--- src/rtl/bcd_countdown_timer.sv ---
// Four-digit BCD countdown timer with prescaled tick, pause/run control and a
// one-cycle done pulse on reaching zero.
module bcd_countdown_timer #(
  parameter int unsigned TICK_DIV = 50000000
) (
  input  logic        CLOCK_50,
  input  logic        resetn,
  input  logic        load,
  input  logic [15:0] load_val,
  input  logic        enable,
  output logic [15:0] digits,
  output logic        running,
  output logic        expired,
  output logic        done
);

  localparam int unsigned PrescW = $clog2(TICK_DIV);
  localparam logic [PrescW-1:0] PrescMax = PrescW'(TICK_DIV - 1);

  typedef enum logic [1:0] {StIdle, StPause, StRun, StExpired} state_e;

  state_e            state_q, state_d;
  logic [15:0]       digits_q, digits_d;
  logic [PrescW-1:0] presc_q, presc_d;
  logic              done_q, done_d;
  logic [15:0]       load_clamped;
  logic [15:0]       digits_dec;
  logic              tick;

  function automatic logic [15:0] bcd_clamp(input logic [15:0] v);
    logic [15:0] r;
    for (int i = 0; i < 4; i++) begin
      r[4*i +: 4] = (v[4*i +: 4] > 4'd9) ? 4'd9 : v[4*i +: 4];
    end
    return r;
  endfunction

  // Ripple borrow from the least significant digit; a 0 digit wraps to 9.
  function automatic logic [15:0] bcd_dec(input logic [15:0] v);
    logic [15:0] r;
    logic        borrow;
    borrow = 1'b1;
    for (int i = 0; i < 4; i++) begin
      if (!borrow) begin
        r[4*i +: 4] = v[4*i +: 4];
      end else if (v[4*i +: 4] == 4'd0) begin
        r[4*i +: 4] = 4'd9;
      end else begin
        r[4*i +: 4] = v[4*i +: 4] - 4'd1;
        borrow      = 1'b0;
      end
    end
    return r;
  endfunction

  assign load_clamped = bcd_clamp(load_val);
  assign digits_dec   = bcd_dec(digits_q);
  assign tick         = (state_q == StRun) && (presc_q == PrescMax);

  always_comb begin
    state_d  = state_q;
    digits_d = digits_q;
    presc_d  = presc_q;
    done_d   = 1'b0;
    if (load) begin
      digits_d = load_clamped;
      presc_d  = '0;
      state_d  = (load_clamped != 16'h0000) ? StPause : StIdle;
    end else begin
      unique case (state_q)
        StIdle:    ;
        StPause: begin
          if (enable) state_d = StRun;
        end
        StRun: begin
          if (!enable) begin
            state_d = StPause;
          end else if (tick) begin
            presc_d  = '0;
            digits_d = digits_dec;
            if (digits_dec == 16'h0000) begin
              state_d = StExpired;
              done_d  = 1'b1;
            end
          end else begin
            presc_d = presc_q + PrescW'(1);
          end
        end
        StExpired: ;
        default:   state_d = StIdle;
      endcase
    end
  end

  always_ff @(posedge CLOCK_50 or negedge resetn) begin
    if (!resetn) begin
      state_q  <= StIdle;
      digits_q <= 16'h0000;
      presc_q  <= '0;
      done_q   <= 1'b0;
    end else begin
      state_q  <= state_d;
      digits_q <= digits_d;
      presc_q  <= presc_d;
      done_q   <= done_d;
    end
  end

  assign digits  = digits_q;
  assign running = (state_q == StRun);
  assign expired = (state_q == StExpired);
  assign done    = done_q;

endmodule

--- config.mk ---
export PLATFORM = sky130hd
export DESIGN_NAME = bcd_countdown_timer
export DESIGN_NICKNAME = d
export VERILOG_FILES = /design/src/rtl/bcd_countdown_timer.sv
export SDC_FILE = /design/constraint.sdc
export NUM_CORES = 1
export LEC_CHECK = 0
export CORE_MARGIN = 8
export CORE_UTILIZATION = 45
export DETAILED_ROUTE_END_ITERATION = 7
export DONT_BUFFER_PORTS = 1
export GPL_TIMING_DRIVEN = 0
export PLACE_DENSITY = 0.58
export SETUP_SLACK_MARGIN = 0.5
export SYNTH_ARGS = -nofsm -noshare
export SYNTH_HDL_FRONTEND = slang
export SYNTH_SLANG_ARGS = --single-unit
--- constraint.sdc ---
create_clock -name CLOCK_50 -period 4.2 [get_ports CLOCK_50]
set_input_delay 1.26 -clock CLOCK_50 [delete_from_list [all_inputs] [get_ports CLOCK_50]]
set_output_delay 1.26 -clock CLOCK_50 [all_outputs]
set_load 0.02 [all_outputs]
# After elaboration in Yosys (flattened, before gate mapping)
# Cells that the tools add are included.
# totals
ff_bits	45
latch_bits	0
ramBits	0
rom_bits	0
in_bits	20
memories	0
# classes
add_sub_neg	5
multipliers	0
div	0
n_lt_le_gt_ge	4
eq_ne	7
shift	0
n_mux	36
bitwise	0
reduce_logical	14
# op_table
op	count
two-way mux 26 bit	4
two-way mux 16 bit	4
two-way mux 4 bit	11
adder 26 x 1 -> 26 bit, second input constant	1
equality test 26 bit, second input constant	1
> comparator 4 bit, second input constant	4
zero test 16 bit	1
zero test 4 bit	4
nonzero test 16 bit	1
subtractor 4 x 1 -> 4 bit, second input constant	4
two-way mux 1 bit	11
two-way mux 2 bit	5
inequality test 4 x 3 -> 1 bit, second input constant	2
nonzero test 2 bit	3
equality test 2 bit, second input constant	2
case mux 2 bit (2 select lines)	1
AND reduction 4 bit	1
inequality test 3 bit, second input constant	1
AND reduction 3 bit	1
nonzero test 3 bit	1
equality test 2 x 1 -> 1 bit, second input constant	1
AND reduction 2 bit	1
logical AND 1 bit	1

# Depth between registers and ports, before layout
# Gate-level depths: netlist of the first run.
# depth
word_depth	11
mapped_depth	7
mapped_depth_nobuf	6

# Worst setup path before layout of the first run
# OpenSTA, ideal clock, no wires.
# synth_timing
kind	input to register
startpoint	input enable
endpoint	register digits_q[4], in the netlist digits[4]
setup_time_ns	0.082
arrival_time_ns	2.698
t_required_ns	4.118
slack_ns	1.420
cell_stages	6
path_buffers	1
path_cell_list	and3b_1 > nand3_1 > or4_1 > buf_2 > or4_1 > a31oi_1
# synth_between
elab_chain_len	2
# synth_rtl
item	line	rtl
start: declaration	10	input logic enable,
nonzero test 2 bit (no source line)	n/a	
AND reduction 3 bit (no source line)	n/a	
end signal: assignment	103	digits_q <= digits_d;
end: declaration	23	logic [15:0] digits_q, digits_d;
# Every way passes these cells.
# A chain may end at the register's enable or synchronous reset.

# Final worst setup path of the first run
# layout_timing
startpoint	input enable
endpoint	register presc_q[12]
# layout_between
elab_chain_len	2
# layout_rtl
item	line	rtl
nonzero test 2 bit (no source line)	n/a	
AND reduction 2 bit (no source line)	n/a	
end signal: assignment	104	presc_q <= presc_d;
end: declaration	24	logic [PrescW-1:0] presc_q, presc_d;
# Every way passes these cells.

==> summary.txt, run 1 <==
Clock tree
  • Insertion delay to the later sink of the worst-skew pair: 0.30 ns
  • Post-CTS Hold Buffers: 0
  • Largest buffer count on any clock path: 2
  • Post-cts resize count: 0
  • Total CTS buffers: 5
  • Total clock sinks: 45
  • Register clock-pin slew on the reported worst setup and hold paths: 0.08 ns
  • Level count of the clock H-tree: 2
  • TritonCTS clock tree: done
  • # Post-CTS Setup Buffers: 0
  • Root Driver: clkbuf_8

Min path
  • Number of cells traversed by the worst hold path: 2
  • Hold Crit Start: presc_q[22]$_DFFE_PN0P_
  • Hold/Removal Path Class: reg -> reg
  • Worst Hold Path EP: presc_q[22]$_DFFE_PN0P_

STA
  • Unrepaired setup endpoints after global routing: no
  • Time the worst path needs with I/O delays and setup: 2.81 ns
  • Final worst path period share: 66.9%
  • FMAX: 0.356 GHz
  • Worst Max-Slew Pin Slew: 1.06 ns
  • Worst Hold Margin: 0.563 ns
  • Final hold violations: 0
  • Accumulated negative setup slack: 0 ns
  • Max Clock Skew: 0.00835 ns
  • Final setup violation count: 0
  • Max-slew violations: 0
  • Slew margin rel.: 29.4%

Global route
  • Remaining global-route overflow: 0
  • Maximum number of pins on one net before global-route repair: 46
  • Global-route wire length before repair: 11.6 mm
  • Antenna violations before repair: 0
  • Via count of the first global-routing pass: 2374
  • Total global routing track utilization: 16.6%

Drt
  • Routed WL: 7.00 mm
  • Routed length per placed instance: 18.1 um
  • Initial DRC Count: 76
  • Vias per cell: 6.11
  • Residual antenna-violating net count after detailed routing: 0
  • Total number of vias: 2360
  • Post-route DRC: 0
  • TritonRoute pass-1 iters: 4

Synth
  • Synthesized area divided by synthesized cell count: 8.87 um^2
  • Post-synthesis sequential element count: 45
  • Async SR Flop Fraction: 100%
  • Summed instance area of the synthesized netlist: 2700 um^2
  • Syn Nets: 326
  • Number of instances in the synthesized netlist: 305
  • Total of warnings raised by yosys: 0
  • Number of synthesized flops with an enable pin: 0
  • Flip-flop cell with the highest count after synthesis: dfrtp_1
  • Count of different cell masters after synthesis: 49
  • Register area share after synthesis: 41.6%

Power
  • Power per standard cell area: 285 nW/um^2
  • Worst supply voltage drop on vdd: 0.000149 V
  • Leakage Power: 1.09 nW

Critical path
  • Register-to-register path setup slack: 1.58 ns
  • Critical Path Sink Type: flop
  • Launching element type of the critical path: input port
  • Worst EP arrival: 2.98 ns
  • Number of cells on the worst reg-to-reg path: 6
  • Reg2Reg Launch Point: digits[2]$_DFFE_PN0P_
  • Largest fanout on the critical path: 10
  • CP Class: in -> reg
  • Required time of the worst setup path: 4.37 ns
  • FF-to-FF End: digits[12]$_DFFE_PN0P_

Floorplan
  • Die outline area: 8750 um^2
  • Starting utilization of the core area: 46.2%
  • Die boundary width: 93.5 um
  • Die span in y: 93.5 um
  • Number of standard-cell rows in the floorplan: 28
  • Core region area: 5850 um^2
  • Number of top-level design ports: 39

Run status
  • Status: finished, final reports clean

Finish
  • NumNets Final: 333
  • Area growth, synth to finish: 6.20%
  • Filler cell count in the final layout: 592
  • Proportion of layout cells with a drive suffix above 1: 5.14%
  • Antenna diode instance count: 0

Flow run
  • Max-cap viol count: 0

Placement
  • Half-perimeter wire length of the detailed placement result: 5.29 mm
  • Count of port buffers added during placement: 0
  • Final weighted congestion in routability-driven placement: 0.789
==> through the flow <==
stage	cell area (um^2)	setup slack [ns]	power (mW)	util [%]	instances
final	2870	1.39	0.819	49.1	386
after global routing	2870	1.14	0.856	49.1	386
after CTS	2870	1.39	0.831	49.1	386
after detailed placement	2800	1.08	0.573	47.8	380
after global placement	2800	1.08	0.571	47.8	380
after floorplan	2700	1.42	0.549	-	305
==> where the power goes <==
group          internal (mW)  switching (mW)  leakage [nW]  total [mW]
sequential             0.448          0.0432         0.590       0.491
clock                  0.110           0.146        0.0399       0.256
combinational         0.0285          0.0437         0.459      0.0722
total                  0.586           0.233          1.09       0.819
==> kinds of logic (layout without fill, tap and decap cells) <==
logic type / after synthesis / after routing / share of synthesized area (%)
buf+inv: 18 / 24 / 2.55
compound gates: 43 / 43 / 10.8
flops: 45 / 45 / 41.6
fa+ha+maj: 1 / 1 / 0.463
mux: 5 / 5 / 1.85
xor+xnor: 26 / 26 / 8.42
simple gates: 167 / 167 / 34.3
==> cell type report <==
cell class	instances	area [um^2]	area share [%]
flip-flops and latches	45	1130	39.2
plain buffers	11	42.5	1.48
clock inverters	1	5.00	0.174
well taps	75	93.8	3.27
multi-input cells	242	1510	52.5
inverters	7	26.3	0.915
clock buffers	5	68.8	2.40
==> worst max path at each step <==
stage / end / cells after the start / start / slack (ns)
after detailed placement: presc_q[14]$_DFFE_PN0P_ / 5 / enable / 1.08
after CTS: presc_q[14]$_DFFE_PN0P_ / 5 / enable / 1.39
after global placement: presc_q[23]$_DFFE_PN0P_ / 5 / enable / 1.08
after global routing: presc_q[12]$_DFFE_PN0P_ / 5 / enable / 1.14
after floorplan: digits[4]$_DFFE_PN0P_ / 6 / enable / 1.42
final: presc_q[12]$_DFFE_PN0P_ / 5 / enable / 1.39
==> synthesized netlist by cell type (7+ instances only) <==
master / n / area [um^2]
dfrtp_1: 45 / 1130
and3_1: 9 / 56.3
nand2_1: 24 / 90.1
a21oi_1: 10 / 50.1
xnor2_1: 13 / 114
nor3_1: 11 / 55.1
nand3_1: 10 / 50.1
nor4_1: 13 / 81.3
o21ai_0: 9 / 45.0
nor2_1: 41 / 154
inv_1: 7 / 26.3
xor2_1: 13 / 114
nand4_1: 17 / 106
clkbuf_1: 10 / 37.5
==> routing by layer <==
| layer | part of all wire [%] | vias to the layer above | track usage (%) |
|---|---|---|---|
| met5 | 0 | - | 0 |
| met4 | 1.2 | 0 | 4.30 |
| met3 | 6.6 | 9 | 5.13 |
| met2 | 49 | 49 | 28.3 |
| met1 | 43 | 1163 | 19.7 |
| li1 | - | 1139 | - |
==> critical path, stage by stage <==
cell and delay, ns:
and3b_1 0.20, nand3_1 0.25, o31ai_1 0.72, clkbuf_1 0.43, nor2_1 0.11
==> cell usage in the layout (no fill, tap or decap), types with 7 or more instances in the layout <==
cell	Yosys	layout
a21oi_1	10	10
and3_1	9	9
clkbuf_1	10	10
dfrtp_1	45	45
inv_1	7	7
nand2_1	24	24
nand3_1	10	10
nand4_1	17	17
nor2_1	41	41
nor3_1	11	11
nor4_1	13	13
o21ai_0	9	9
xnor2_1	13	13
xor2_1	13	13
==> state kept, by name (all words and copies together), names as in the netlist <==
register and cells:
digits 16, state_q 2, presc_q 26, done 1
Note: power is estimated with default switching activity, not from simulation.
==> inputs of run 2 (changes only) <==
- PLACE_DENSITY: 0.58 -> 0.6
- clock period: 4.2 -> 2.3 ns (I/O delays scaled with it)
==> summary.txt, run 2 (synthesized netlist as in run 1, its figures left out) <==
Finish
  • Commonest non-fill, non-tap cells in the layout: nor2_1, dfrtp_1, nand2_1 (was dfrtp_1, nor2_1, nand2_1)
  • Most common cell after layout, fill and taps aside: nor2_1 (was dfrtp_1)
  • Antenna diode instance count: 0 (unchanged)
  • Filler cell count in the final layout: 548 (was 592)
  • Sequential cell area: 1140 um^2 (was 1130 um^2)
  • Post-layout util: 56.1% (was 49.1%)
  • Proportion of layout cells with a drive suffix above 1: 24.2% (was 5.14%)
  • NumNets Final: 355 (was 333)
  • Register ranked first by flip-flop count: presc_q (unchanged)
  • Area growth, synth to finish: 21.3% (was 6.20%)
  • Total area of multi-input combinational cells: 1680 um^2 (was 1510 um^2)
  • Max FFs per register: 26 (unchanged)

Critical path
  • Launching element type of the critical path: flop (was input port)
  • Critical Path Sink Type: flop (unchanged)
  • Largest stage delay, worst path: 0.47 ns (was 0.72 ns)
  • Number of cells on the worst reg-to-reg path: 6 (unchanged)
  • Worst EP arrival: 2.42 ns (was 2.98 ns)
  • CP Class: reg -> reg (was in -> reg)
  • CP cell instances: and4_2 -> nand3_2 -> or4_4 -> buf_6 -> or4_1 -> a31oi_1 (was and3b_1 -> nand3_1 -> o31ai_1 -> clkbuf_1 -> nor2_1)
  • Buffers plus inverters on the worst setup path: 1 (unchanged)
  • Family of cells with the greatest summed delay on the critical path: simple AND/OR/NAND/NOR gates (was compound AO/OA/AOI/OAI gates)
  • Reg2Reg Launch Point: presc_q[19]$_DFFE_PN0P_ (was digits[2]$_DFFE_PN0P_)
  • Critical-path cell with the highest stage delay: or4_4 (was o31ai_1)
  • Largest fanout on the critical path: 8 (was 10)
  • Register-to-register path setup slack: 0.11 ns (was 1.58 ns)
  • Required time of the worst setup path: 2.52 ns (was 4.37 ns)
  • FF-to-FF End: digits[7]$_DFFE_PN0P_ (was digits[12]$_DFFE_PN0P_)

Power
  • Post-layout total power: 1.60 mW (was 819 uW)
  • Combinational share of power: 9.7% (was 8.8%)
  • Switching portion of total power: 27.7% (was 28.4%)
  • Cell Int Power: 1.16 mW (was 586 uW)
  • Sequential share of power: 56.6% (was 60.0%)
  • Switching power: 445 uW (was 233 uW)
  • Leakage Power: 1.29 nW (was 1.09 nW)
  • Clk pwr share: 33.7% (was 31.2%)
  • Worst supply voltage drop on vdd: 0.000392 V (was 0.000149 V)
  • Power per standard cell area: 489 nW/um^2 (was 285 nW/um^2)

Clock tree
  • Level count of the clock H-tree: 2 (unchanged)
  • Largest buffer count on any clock path: 2 (unchanged)
  • Total clock sinks: 45 (unchanged)
  • Total CTS buffers: 5 (unchanged)
  • Insertion delay to the later sink of the worst-skew pair: 0.30 ns (about the same)
  • TritonCTS clock tree: done (unchanged)
  • Register clock-pin slew on the reported worst setup and hold paths: 0.09 ns (was 0.08 ns)
  • Root Driver: clkbuf_8 (unchanged)
  • Post-CTS Hold Buffers: 0 (unchanged)

Global route
  • Remaining global-route overflow: 0 (unchanged)
  • Maximum number of pins on one net before global-route repair: 46 (unchanged)
  • Total global routing track utilization: 17.4% (was 16.6%)
  • Via count of the first global-routing pass: 2333 (was 2374)
  • Antenna violations before repair: 0 (unchanged)
  • Global-route wire length before repair: 12.1 mm (was 11.6 mm)

Drt
  • Routed length per placed instance: 18.0 um (was 18.1 um)
  • Residual antenna-violating net count after detailed routing: 0 (unchanged)
  • Post-route DRC: 0 (unchanged)
  • TritonRoute pass-1 iters: 4 (unchanged)
  • Initial DRC Count: 125 (was 76)
  • Total number of vias: 2436 (was 2360)
  • Routed WL: 7.37 mm (was 7.00 mm)
  • Vias per cell: 5.94 (was 6.11)

Min path
  • Hold/Removal Path Class: in -> async (was reg -> reg)

Floorplan
  • Die outline area: 8750 um^2 (unchanged)
  • Starting utilization of the core area: 46.2% (unchanged)
  • Number of standard-cell rows in the floorplan: 28 (unchanged)
  • Die span in y: 93.5 um (unchanged)
  • Core region area: 5850 um^2 (unchanged)
  • Die boundary width: 93.5 um (unchanged)
  • Number of top-level design ports: 39 (unchanged)

Placement
  • Count of port buffers added during placement: 0 (unchanged)
  • Final weighted congestion in routability-driven placement: 0.806 (was 0.789)
  • Pre-CTS WS: -0.131 ns (was 1.08 ns)
  • Half-perimeter wire length of the detailed placement result: 5.13 mm (was 5.29 mm)

STA
  • Max Clock Skew: 0.00558 ns (was 0.00835 ns)
  • Accumulated negative setup slack: 0 ns (unchanged)
  • Min setup slack post-route: 0.105 ns (was 1.39 ns)
  • Final worst path period share: 95.4%
  • Worst Max-Slew Pin Slew: 0.703 ns (was 1.06 ns)
  • FMAX: 0.456 GHz
  • Unrepaired setup endpoints after global routing: yes (was no)
  • Max-slew violations: 0 (unchanged)
  • Time the worst path needs with I/O delays and setup: 2.19 ns
  • Final hold violations: 0 (unchanged)
  • Slew margin rel.: 53.1% (was 29.4%)
  • Final setup violation count: 0 (unchanged)
  • Worst Hold Margin: 0.0765 ns (was 0.563 ns)

Flow run
  • Max-cap viol count: 0 (unchanged)

Run status
  • Status: finished, final reports clean (unchanged)
[run 2: cell types whose count changed in the layout (fill, tap and decap cells not counted), moves of 3 or more]
cell,change
dfrtp_2,+14
clkbuf_2,+3
dfrtp_1,-14
nor4_4,+5
buf_4,+20
clkbuf_1,-5
nor4_1,-7
[run 2: repair_timing]
| item | 4_1_cts | 5_1_grt |
|---|---|---|
| buffers inserted | 17 | 5 |
| endpoints found under the setup margin | 45 | 44 |
| resized for setup | 28 | 19 |
| pin swaps | 6 | 9 |
| gates cloned | 0 | 0 |
[run 2: metrics by stage]
step           area, um^2  std cells
3_3_place_gp         2860        380
3_5_place_dp         2860        380
2_1_floorplan        2770        305
4_1_cts              3190        405
6_report             3280        410
5_1_grt              3280        410
[run 2: worst register-to-register path, stage by stage, from the launching register on]
cell and delay (ns):
dfrtp_1 0.41, and4_2 0.32, nand3_2 0.20, or4_4 0.47, buf_6 0.15, or4_1 0.40, a31oi_1 0.17
[run 2: power by group through the flow]
stage               logic, mW  clock network (mW)  registers [mW]
floorplan               0.109                   0           0.901
global placement        0.133                   0           0.916
detailed placement      0.134                   0           0.916
CTS                     0.143               0.561           0.907
global route            0.174               0.597           0.914
finish                  0.155               0.541           0.908
[run 2: cell type report]
cell class / count / share of cell area [%]
sequential: 45 / 34.9
buffer: 11 / 1.76
multi-input combinational: 242 / 51.3
tap: 75 / 2.86
clock buffer: 7 / 2.94
timing repair buffer: 22 / 5.30
clock inverter: 1 / 0.153
inverter: 7 / 0.801
[run 2: per-layer routing]
metal / wire, um / vias up / global-route usage [%]
met1: 3440 / 1199 / 23.8
met2: 3400 / 49 / 26.7
met3: 453 / 8 / 4.25
li1: - / 1180 / -
met4: 77 / 0 / 4.43
met5: 0 / - / 0
[run 2: worst max-delay path by stage]
stage	depth (start not counted)	to	startpoint
6_report	6	digits[7]$_DFFE_PN0P_	presc_q[19]$_DFFE_PN0P_
5_1_grt	6	digits[4]$_DFFE_PN0P_	presc_q[10]$_DFFE_PN0P_
4_1_cts	6	digits[7]$_DFFE_PN0P_	presc_q[10]$_DFFE_PN0P_
3_5_place_dp	6	digits[12]$_DFFE_PN0P_	presc_q[10]$_DFFE_PN0P_
3_3_place_gp	6	digits[12]$_DFFE_PN0P_	presc_q[10]$_DFFE_PN0P_
2_1_floorplan	6	digits[4]$_DFFE_PN0P_	enable
==> inputs of run 3 (changes only) <==
- GPL_ROUTABILITY_DRIVEN: default -> 0
==> results of run 3 <==
Same layout as run 2: the final DEF is identical, and so are final timing and power.
